**src/rtl/uart_tx_arbiter.sv**
```systemverilog
// Round-robin arbiter that lets four requesters share one UART transmitter,
// optionally prefixing each data byte with a tag byte that identifies the requester.
module uart_tx_arbiter #(
  parameter bit         TAG_EN   = 1'b0,
  parameter logic [7:0] TAG_BASE = 8'hA0
) (
  input  logic        i_Clock,
  input  logic        i_Rst_L,
  input  logic [3:0]  i_Req_DV,
  input  logic [31:0] i_Req_Byte,
  output logic [3:0]  o_Req_Ack,
  output logic [3:0]  o_Req_Done,
  output logic        o_Tx_DV,
  output logic [7:0]  o_Tx_Byte,
  input  logic        i_Tx_Active,
  input  logic        i_Tx_Done,
  output logic        o_Busy,
  output logic [1:0]  o_Grant_Id
);

  typedef enum logic [2:0] {
    IDLE, ARB, SEND_TAG, WAIT_TAG, SEND_DATA, WAIT_DATA, DONE
  } state_t;

  state_t      state, state_nxt;
  logic [1:0]  grant_id;
  logic [1:0]  rr_start;
  logic [1:0]  win_id;
  logic [1:0]  search_id;
  logic        win_found;
  logic [7:0]  data_byte;
  logic [7:0]  tag_byte;
  logic        tx_done_d;
  logic        done_rise;
  logic        tx_ready;

  assign tag_byte   = {TAG_BASE[7:2], grant_id};
  assign done_rise  = i_Tx_Done && !tx_done_d;
  assign tx_ready   = !i_Tx_Active && !i_Tx_Done;
  assign o_Grant_Id = grant_id;

  // Scanning from the farthest offset down leaves the nearest requester as the winner.
  always_comb begin
    win_found = 1'b0;
    win_id    = rr_start;
    search_id = rr_start;
    for (int i = 3; i >= 0; i--) begin
      search_id = rr_start + 2'(i);
      if (i_Req_DV[search_id]) begin
        win_found = 1'b1;
        win_id    = search_id;
      end
    end
  end

  always_ff @(posedge i_Clock or negedge i_Rst_L) begin
    if (!i_Rst_L) begin
      state     <= IDLE;
      grant_id  <= 2'd0;
      rr_start  <= 2'd0;
      data_byte <= 8'h00;
      tx_done_d <= 1'b0;
    end else begin
      state     <= state_nxt;
      tx_done_d <= i_Tx_Done;
      if (state == ARB && win_found) begin
        grant_id  <= win_id;
        rr_start  <= win_id + 2'd1;
        data_byte <= i_Req_Byte[{win_id, 3'b000} +: 8];
      end
    end
  end

  always_comb begin
    state_nxt  = state;
    o_Req_Ack  = 4'b0000;
    o_Req_Done = 4'b0000;
    o_Tx_DV    = 1'b0;
    o_Tx_Byte  = 8'h00;
    o_Busy     = 1'b0;
    case (state)
      IDLE: begin
        if (|i_Req_DV) state_nxt = ARB;
      end
      // A requester that dropped DV since IDLE leaves nobody to grant.
      ARB: begin
        if (win_found) begin
          o_Req_Ack[win_id] = 1'b1;
          o_Busy            = 1'b1;
          state_nxt         = TAG_EN ? SEND_TAG : SEND_DATA;
        end else begin
          state_nxt = IDLE;
        end
      end
      SEND_TAG: begin
        o_Busy = 1'b1;
        if (tx_ready) begin
          o_Tx_DV   = 1'b1;
          o_Tx_Byte = tag_byte;
          state_nxt = WAIT_TAG;
        end
      end
      WAIT_TAG: begin
        o_Busy = 1'b1;
        if (done_rise) state_nxt = SEND_DATA;
      end
      SEND_DATA: begin
        o_Busy = 1'b1;
        if (tx_ready) begin
          o_Tx_DV   = 1'b1;
          o_Tx_Byte = data_byte;
          state_nxt = WAIT_DATA;
        end
      end
      WAIT_DATA: begin
        o_Busy = 1'b1;
        if (done_rise) state_nxt = DONE;
      end
      DONE: begin
        o_Busy               = 1'b1;
        o_Req_Done[grant_id] = 1'b1;
        state_nxt            = IDLE;
      end
      default: state_nxt = IDLE;
    endcase
  end

endmodule

```
**config.mk**
```make
export PLATFORM = sky130hd
export DESIGN_NAME = uart_tx_arbiter
export DESIGN_NICKNAME = d
export VERILOG_FILES = /design/src/rtl/uart_tx_arbiter.sv
export SDC_FILE = /design/constraint.sdc
export NUM_CORES = 1
export LEC_CHECK = 0
export ABC_AREA = 0
export BUFFER_PORTS_ARGS = -buffer_cell sky130_fd_sc_hd__buf_2
export CAP_MARGIN = 20
export CELL_PAD_IN_SITES_DETAIL_PLACEMENT = 1
export CELL_PAD_IN_SITES_GLOBAL_PLACEMENT = 2
export CORE_MARGIN = 2
export CORE_UTILIZATION = 27
export CTS_CLUSTER_SIZE = 14
export DETAILED_ROUTE_END_ITERATION = 7
export GPL_TIMING_DRIVEN = 0
export HOLD_SLACK_MARGIN = 0.06
export PLACE_DENSITY = 0.92
export SYNTH_ARGS = -nofsm -noshare
export SYNTH_HDL_FRONTEND = slang
export SYNTH_SLANG_ARGS = --single-unit
```
**constraint.sdc**
```tcl
create_clock -name i_Clock -period 5.9 [get_ports i_Clock]
set_clock_uncertainty 0.05 [all_clocks]
set_input_delay 0.295 -clock i_Clock [delete_from_list [all_inputs] [get_ports i_Clock]]
set_output_delay 0.295 -clock i_Clock [all_outputs]
set_load 0.005 [all_outputs]
```
Word level (Yosys, flattened, before mapping)

Index checks and enable logic that the tools add are counted.
Widths: inputs -> output; s select.

Memory bits (writable): 0
Input port bits: 40
Word-level logic and storage cells: 79
Memories: 0
Flip-flop bits (word level): 16
Bits in latches: 0
Memory bits (read-only): 0
Output and inout port bits: 20

Divide/modulo/power cells: 0
Bitwise operators: 0
Shifts and indexed selects: 1
Mux-type cells: 37
Reduce and logical (&&, ||, !) cells: 13
Multiply operators: 0
Order comparisons: 8
$add $sub $neg: 4
Equal/unequal tests: 11

Operators by type and width:

| kind                | count |
|---|---|
| $shiftx 32x6->8     | 1 |
| $lt 2x3->1 const B  | 6 |
| $mux 3              | 6 |
| $pmux 3 s6          | 1 |
| $mux 8              | 2 |
| $pmux 8 s2          | 1 |
| $mux 1              | 13 |
| $mux 4              | 3 |
| $ne 2x2->1 const B  | 5 |
| $eq 3x3->1 const B  | 3 |
| $bmux 1 s2          | 4 |
| $mux 2              | 4 |
| $eq 3x2->1 const B  | 2 |
| $logic_and 1x1->1   | 5 |
| $reduce_and 5->1    | 1 |
| $reduce_or 5->1     | 1 |
| $add 2x1->2 const B | 2 |
| $add 2x2->2 const B | 2 |
| $demux 1 s2         | 2 |
| $ge 2x1->1 const B  | 2 |
| $reduce_or 4->1     | 1 |
| $eq 3x1->1 const B  | 1 |
| $logic_not 1->1     | 3 |
| $logic_not 3->1     | 1 |
| 2 further kinds     | 2 |

Longest topological paths before layout

Gate-level depths: netlist of the first run.

Depth in word-level cells: 13
Gate-level depth with buffers: 6
Mapped depth without buffers: 5

Least setup slack after synthesis of the first run

No wires, ideal clock.

Path kind: register to register
Start point: reg rr_start[1]
End point: reg data_byte[1]
Arrival time: 1.704 ns
Buffers on the path: 1
Path slack: 4.021 ns
Stages on the path, launching flop included: 7
Data required time: 5.725 ns
Cell sequence: dfrtp_1 -> nor3b_1 -> or4_4 -> and2_4 -> buf_6 -> mux4_1 -> mux2_2

Longest elaborated chain between the ends: 8

Ends and longest elaborated chain:

| element                                                     | RTL line | source |
|---|---|---|
| start: declaration                                          | 27       | `logic [1:0] rr_start;` |
| start signal: assignment                                    | 68       | `rr_start <= win_id + 2'd1;` |
| $add 2x2->2                                                 | 48       | `search_id = rr_start + 2'(i);` |
| $bmux 1 s2                                                  | 49       | `if (i_Req_DV[search_id]) begin` |
| $mux 1 (implied by the code)                                | 49       |  |
| $mux 2 / $mux 1 (equally long branches) (4 in series)       | 49       |  |
| $shiftx 32x6->8 / $logic_and 1x1->1 (equally long branches) | 69, 66   |  |
| end signal: assignment                                      | 69       | `data_byte <= i_Req_Byte[{win_id, 3'b000} +: 8];` |
| end: declaration                                            | 31       | `logic [7:0] data_byte;` |

Parallel ways exist; a longest one is shown, timed or not. The select of a mux whose other input is x is not followed.
A chain may end at the register's enable or synchronous reset.

Worst setup path in the final report of the first run

Start point: reg state[2]
End point: out o_Req_Ack[2]

Longest elaborated chain between the ends: 2

Ends and longest elaborated chain:

| element                  | RTL line | source |
|---|---|---|
| start: declaration       | 25       | `state_t state, state_nxt;` |
| start signal: assignment | 64       | `state <= state_nxt;` |
| $eq 3x1->1               | 81       | `case (state)` |
| $mux 4                   | 81       |  |
| end: declaration         | 11       | `output logic [3:0] o_Req_Ack,` |

Every way passes these cells.

==> qor.csv, run 1 <==
stage,metric,value,unit
yosys,synthArstFlopShare,100,%
worst_hold_path,hold_path.class,primary input to register,
yosys,synth_ff_type,dfrtp_1,
cts,htree_levels,1,
cts,clk_path_buf_depth,2,
yosys,synth_common_cells,"17 x nor2_1, 16 x dfrtp_1, 8 x nand2_1",
timing,hold_violations,0,
yosys,synth_most_common_cell,nor2_1,
setup_path,required,5560,ps
yosys,postSynthAreaPerCell,9.37,sq um
cts,clkTransAtPathRegs,70,ps
cts,cts_made_buffers,3,
yosys,synthesis.area,0.00117,sq mm
timing,rsz0062_at_grt,false,
timing,timing.setup.tns,0,ps
placement,placed_area,0.00153,sq mm
pwr,cellLeakagePower,0.773,nW
pwr,pwr-share-comb,50.9,%
cells_and_area,n_antenna_cell,0,
timing,maxSlewHeadroom,41.5,%
yosys,ys_ff_latch,16,
floorplanning,coreArea,0.00409,sq mm
flow_run,cap_violations,0,
placement,gp_congestion,0.823,
global_route,overflow,0,
setup_path,r2r_end,data_byte[3],
setup_path,worst_setup_path_end_kind,output pin,
pwr,finalPower,604,uW
floorplanning,die_h,69.9,um
floorplanning,rows,23,
cells_and_area,stdcell_area,0.00159,sq mm
timing,worst_hold_slack,136,ps
yosys,synth-edff-count,0,
placement,io_buffers,59,
placement,dp_worst_setup_slack,3350,ps
global_route,antenna_found_initial,0,
pwr,irDropWorstVdd,0.153,mV
timing,setup_ws,3250,ps
cells_and_area,fill_cells,506,
floorplanning,initial_utilization,28.7,%
global_route,grt_pass1_wl,5.72,mm
routing,drt-initial-drc-count,38,
cts,clock-sinks,16,
setup_path,crit_fanout,10,
timing,period_needed,2650,ps
timing,fin_crit_sh,44.8,%
yosys,synthCells,125,
routing,wl_per_cell,14.3,um
timing,drv_slew,0,
pwr,p_seq_share,32.7,%
routing,drc,0,
global_route,met2_usage,24.6,%
yosys,synth_top_area_share,34.2,%
outcome,outcome,completed,
yosys,synth.distinct_cells,35,
routing,vias,1249,
setup_path,crit_path_end,o_Req_Ack[2],
yosys,synth_nets,165,
yosys,yosys_warnings,0,
pwr,p_clk_share,16.4,%
cts,clk_latency,250,ps
routing,antenna_left,0,
cells_and_area,area_growth,36.1,%
floorplanning,dieArea,0.00488,sq mm
global_route,grt_max_degree,17,
setup_path,reg2regPathDepth,5,
timing,setup_viol,0,
floorplanning,fp.dieW,69.9,um
yosys,synth.largest_area_cell,dfrtp_1,
global_route,globalRouteTotalUtil,14.4,%
setup_path,criticalPathCategory,register to output pin,
global_route,grt_busiest_layer,met2,
cts,tritoncts,done,
global_route,gr-usage-met1,17.7,%
cts,cts-root-buf,clkbuf_8,
pwr,power.density,379,mW/mm^2
routing,drt-total-wl,3.43,mm
placement,dp_hpwl,2.79,mm
global_route,grt_pass1_vias,1316,
cells_and_area,finalNetCount,230,
routing,first_pass_iters,4,
pwr,intPower,370,uW
setup_path,crit_start,state[2],
floorplanning,ios,60,
timing,fmax,0.378,GHz
pwr,switching_power,234,uW
routing,routed_via_density,5.23,
yosys,yosysSeqAreaShare,34.2,%
setup_path,r2r_setup_slack,3680,ps
yosys,synthTopCellsByArea,"dfrtp_1 34%, mux4_1 13%, mux2_2 5.8%",
global_route,grtUsageMet3,3.46,%
pwr,switching_share,38.8,%
cts,ctsResizeCount,0,
setup_path,r2r_start,state[2],
timing,max_slew.worst_pin.slew,869,ps
cells_and_area,layout-drive-gt1-share,39.7,%
setup_path,critPathLaunchType,register,
setup_path,arrival,2300,ps
==> sequential cells by signal, indices dropped and copies added (netlist names) <==
signal / flops
tx_done_d: 1
data_byte: 8
rr_start: 2
state: 3
o_Grant_Id: 2
==> worst min path at each step <==
stage | cells after the start | startpoint | to
finish | 1 | i_Tx_Done | tx_done_d
global route | 1 | i_Tx_Done | tx_done_d
CTS | 1 | i_Tx_Done | tx_done_d
detailed placement | 1 | i_Rst_L | rr_start[1]
global placement | 1 | i_Rst_L | data_byte[4]
floorplan | 0 | i_Rst_L | data_byte[0]
==> metrics by stage <==
stage	cells	utilization [%]
floorplan	125	-
global placement	234	37.4
detailed placement	234	37.4
CTS	239	39.0
global route	239	39.0
finish	239	39.0
==> per-layer routing <==
layer / vias to the layer above / part of all wire (%)
li1: 594 / -
met1: 591 / 42
met2: 55 / 49
met3: 9 / 7.8
met4: 0 / 1.5
met5: - / 0
==> critical path, stage by stage, from the launching register on <==
cell and delay, ps:
dfrtp_1 360, clkbuf_1 200, nand2b_1 210, nor3_1 430
clkbuf_1 460, and3_2 270, buf_2 110
==> kinds of logic (layout without fill, tap and decap cells) <==
group | Yosys count | count (layout) | synth area share, %
muxes | 12 | 12 | 19.2
AOI/OAI and AO/OA | 26 | 26 | 15.3
and+or+nand+nor | 59 | 59 | 26.3
DFF | 16 | 16 | 34.2
buffers and inverters | 11 | 75 | 4.27
xor gates and xnor gates | 1 | 1 | 0.748
==> cells in the final DEF (no fill, tap or decap), drive strengths merged <==
| master | n |
|---|---|
| buf | 61 |
| nor2 | 17 |
| dfrtp | 16 |
| nand2 | 9 |
| clkbuf | 9 |
| nand2b | 6 |
| a21oi | 6 |
| o21ai | 6 |
| mux4 | 6 |
| mux2 | 6 |
| and2 | 5 |
| inv | 4 |
| nand3 | 4 |
| nor2b | 4 |
| nor3 | 4 |
| a2111oi | 4 |
| nor4 | 3 |
| or3 | 2 |
| nor3b | 2 |
| o2111a | 2 |
| and3 | 2 |
| o21a | 1 |
| a31oi | 1 |
| or4 | 1 |
| o21bai | 1 |
| o22ai | 1 |
| a221oi | 1 |
| o22a | 1 |
| xnor2 | 1 |
| o2bb2ai | 1 |
| a21o | 1 |
| dlygate4sd3 | 1 |
==> timing repair <==
item,in CTS,in global routing
setup buffers,0,0
endpoints found under the hold margin,16,0
hold buffers,1,0
==> final cells by class <==
type / count / area, sq um / area share, %
Sequential cell: 16 / 400 / 25.1
Buffer: 7 / 35.0 / 2.20
Multi-Input combinational cell: 98 / 721 / 45.2
Inverter: 4 / 15.0 / 0.942
Timing Repair Buffer: 60 / 305 / 19.2
Tap cell: 50 / 62.6 / 3.92
Clock buffer: 4 / 55.1 / 3.45
==> power by group through the flow <==
stage	Combinational, mW	Sequential [mW]	Clock, mW
after floorplan	0.224	0.187	0
after global placement	0.304	0.196	0
after detailed placement	0.309	0.199	0
after CTS	0.311	0.197	0.101
after global routing	0.347	0.205	0.106
final	0.307	0.197	0.0992
Note: power is estimated with default switching activity, not from simulation.
==> run 2, diff against run 1 <==
ABC_AREA = 1   (was 0)
CORE_UTILIZATION = 23   (was 27)
PLACE_DENSITY = 0.87   (was 0.92)
clock period = 2.5 ns   (was 5.9 ns; I/O delays follow)
==> run 2 against run 1 <==
  * Via count increased by 32%
  * First-iteration DRC count is 45% higher
  * Global-route usage up 0.31 points
  * Count of clock-buffer cells in the layout is the same
  * Worst hold slack improved by 17 ps
  * Cell count up 49%
  * Sequential cell count unchanged
  * Combinational power rose to 5.5 times the previous value
  * Critical path depth increased by 9
  * Utilization fell by 6.6 points
  * Critical endpoint unchanged
==> qor.csv, run 2 <==
stage,metric,value,unit
yosys,synth_compound_area_share,8.13,%
setup_path,cp.buffers_inverters,5,
cts,cts_made_buffers,3,
routing,drc,0,
setup_path,cpPeakStageDelay,460,ps
cells_and_area,multi_input_area,828,sq um
global_route,overflow,0,
cells_and_area,largest_register_ffs,8,
placement,dp_worst_setup_slack,492,ps
timing,setup_ws,240,ps
yosys,ys_ff_latch,16,
yosys,synth_nets,259,
cts,clock-sinks,16,
timing,maxSlewHeadroom,61.1,%
setup_path,required,2330,ps
cells_and_area,final_common_cell,nand2_1,
routing,wl_per_cell,12.5,um
pwr,cellLeakagePower,1.02,nW
routing,routed_via_density,4.63,
placement,dp_hpwl,3.61,mm
floorplanning,dieArea,0.00652,sq mm
global_route,globalRouteTotalUtil,14.7,%
routing,drt-initial-drc-count,55,
setup_path,arrival,2090,ps
cells_and_area,final_cell_mix,"76 x nand2_1, 61 x buf_2, 47 x nand3_1",
timing,rsz0062_at_grt,false,
yosys,synth_top_area_share,29.5,%
pwr,power.density,1340,mW/mm^2
yosys,synthTopCellsByArea,"dfrtp_1 30%, nand2_1 21%, nand3_1 17%",
setup_path,critPathLaunchType,register,
cells_and_area,finalNetCount,325,
floorplanning,ios,60,
setup_path,cp_top_family,simple AND/OR/NAND/NOR gates,
cells_and_area,layout-drive-gt1-share,28.9,%
yosys,yosysSeqAreaShare,29.5,%
routing,antenna_left,0,
setup_path,crit_chain,inv_2 -> nand2_1 -> nand2_1 -> nand2_2 -> nand2_2 -> inv_2 -> nand2_4 -> nand3_2 -> nand2_4 -> nand2_4 -> buf_6 -> nor2_1 -> nand2_1 -> inv_1 -> buf_2,
yosys,synthCells,219,
yosys,postSynthAreaPerCell,6.19,sq um
floorplanning,coreArea,0.00561,sq mm
cts,clkTransAtPathRegs,70,ps
yosys,synth.distinct_cells,26,
flow_run,cap_violations,0,
cts,tritoncts,done,
cells_and_area,n_antenna_cell,0,
yosys,synthesis.area,0.00136,sq mm
timing,hold_violations,0,
cts,post_cts.repair.setup_buffers,0,
global_route,grt_max_degree,17,
timing,max_slew.worst_pin.slew,581,ps
setup_path,criticalPathCategory,register to output pin,
yosys,synth_top_family_by_area,simple AND/OR/NAND/NOR gates,
global_route,antenna_found_initial,0,
floorplanning,initial_utilization,24.2,%
placement,io_buffers,59,
cells_and_area,fill_cells,758,
yosys,synthXorXnorAreaFrac,0,%
floorplanning,die_h,80.8,um
cts,clk_path_buf_depth,2,
floorplanning,rows,27,
timing,timing.setup.tns,0,ps
timing,period_needed,2260,ps
placement,gp_congestion,0.764,
cells_and_area,area_growth,34.0,%
cells_and_area,final-seq-area,400,sq um
yosys,synth_adder_area_share,0,%
yosys,synthArstFlopShare,100,%
timing,fmax,0.442,GHz
outcome,outcome,completed,
cts,cts-root-buf,clkbuf_8,
yosys,synth_simple_gate_area_share,53.0,%
floorplanning,fp.dieW,80.8,um
timing,setup_viol,0,
cts,htree_levels,1,
routing,vias,1649,
yosys,synth-edff-count,0,
setup_path,crit_fanout,10,
cells_and_area,utilization,32.4,%
pwr,irDropWorstVdd,0.294,mV
routing,first_pass_iters,4,
yosys,yosys_warnings,0,
timing,fin_crit_sh,90.4,%
cells_and_area,reg_top3,"data_byte x8, state x3",
timing,drv_slew,0,
yosys,synth.largest_area_cell,dfrtp_1,
setup_path,worst_setup_path_end_kind,output pin,
placement,place_inst,350,
cells_and_area,layout.cells.non_filler,356,
pwr,finalPower,2.44,mW
yosys,synth_most_common_cell,nand2_1,
routing,drt-total-wl,4.45,mm
worst_hold_path,hold_path.class,primary input to register,
global_route,grt_pass1_wl,7.53,mm
yosys,synth_common_cells,"76 x nand2_1, 47 x nand3_1, 17 x inv_1",
setup_path,worst_path_max_delay_cell,dfrtp_1,
yosys,synth_ff_type,dfrtp_1,
global_route,grt_pass1_vias,1650,
yosys,muxShareOfSynthArea,0,%
cells_and_area,regMostFlops,data_byte,
cts,clk_latency,260,ps
## run 2: cell count changes in the layout (fill, tap and decap cells not counted), moves of 6 or more
cell      delta
nand3_1     +43
inv_1       +13
nand2_1     +68
nand2b_1     -6
mux2_2       -6
mux4_1       -6
## run 2: cells by family after synthesis
logic type / count (synthesis)
compound gates: 19
buf+inv: 28
flops: 16
simple gates: 156
## run 2: per-stage QoR
stage | hold slack, ps | cell area [sq um]
floorplan | -221 | 1360
detailed placement | 16.9 | 1740
global placement | 14.5 | 1740
finish | 153 | 1820
CTS | 157 | 1820
global route | 190 | 1820
## run 2: what timing repair did
item                                    CTS  global route
hold buffers                              2             0
resized for setup                         0             0
endpoints found under the setup margin    0             0
hold endpoints to repair                 17             0
## run 2: power by group
part	internal (mW)	leakage (nW)	total (mW)	switching [mW]
registers	0.386	0.194	0.496	0.110
clock network	0.140	0.0288	0.239	0.0992
logic	0.605	0.793	1.70	1.09
## run 2: metal layers
metal  routed length [um]  share of wire (%)  up-vias  global-route usage (%)
li1                     -                  -      845                       -
met3                  223                5.0        4                    2.67
met4                   36               0.81        0                    3.05
met2                 2170                 49       38                    25.3
met5                    0                  0        -                       0
met1                 2020                 45      762                    19.2
## run 2: worst reg2reg max path, stage by stage, from the launching register on
cell     delay [ps]
dfrtp_1         460
inv_2           120
nand2_1          60
nand2_1         120
nand2_2          80
nand2_2          80
inv_2            40
nand2_4          60
nand4_4         150
buf_2           240
nand3_1         120
nand3_1          80
nand3_1         110
nand2_1          60
## run 2: area by class of cell
class | instances | area share (%)
clock buffer | 4 | 3.03
multi-input combinational | 175 | 45.6
buffer | 7 | 2.62
tap | 72 | 4.96
inverter | 21 | 4.34
timing repair buffer | 61 | 17.4
sequential | 16 | 22.1
## run 2: final timing paths
check,start,end,slack (ps),depth (start not counted)
setup / recovery,rr_start[1],o_Req_Ack[2],240,15
hold / removal,i_Req_Byte[14],data_byte[6],150,5
setup reg to reg,rr_start[1],data_byte[4],560,13
hold reg to reg,data_byte[1],data_byte[1],430,2
max in group asynchronous,i_Rst_L,data_byte[7],1860,2
min in group asynchronous,i_Rst_L,o_Grant_Id[0],270,2
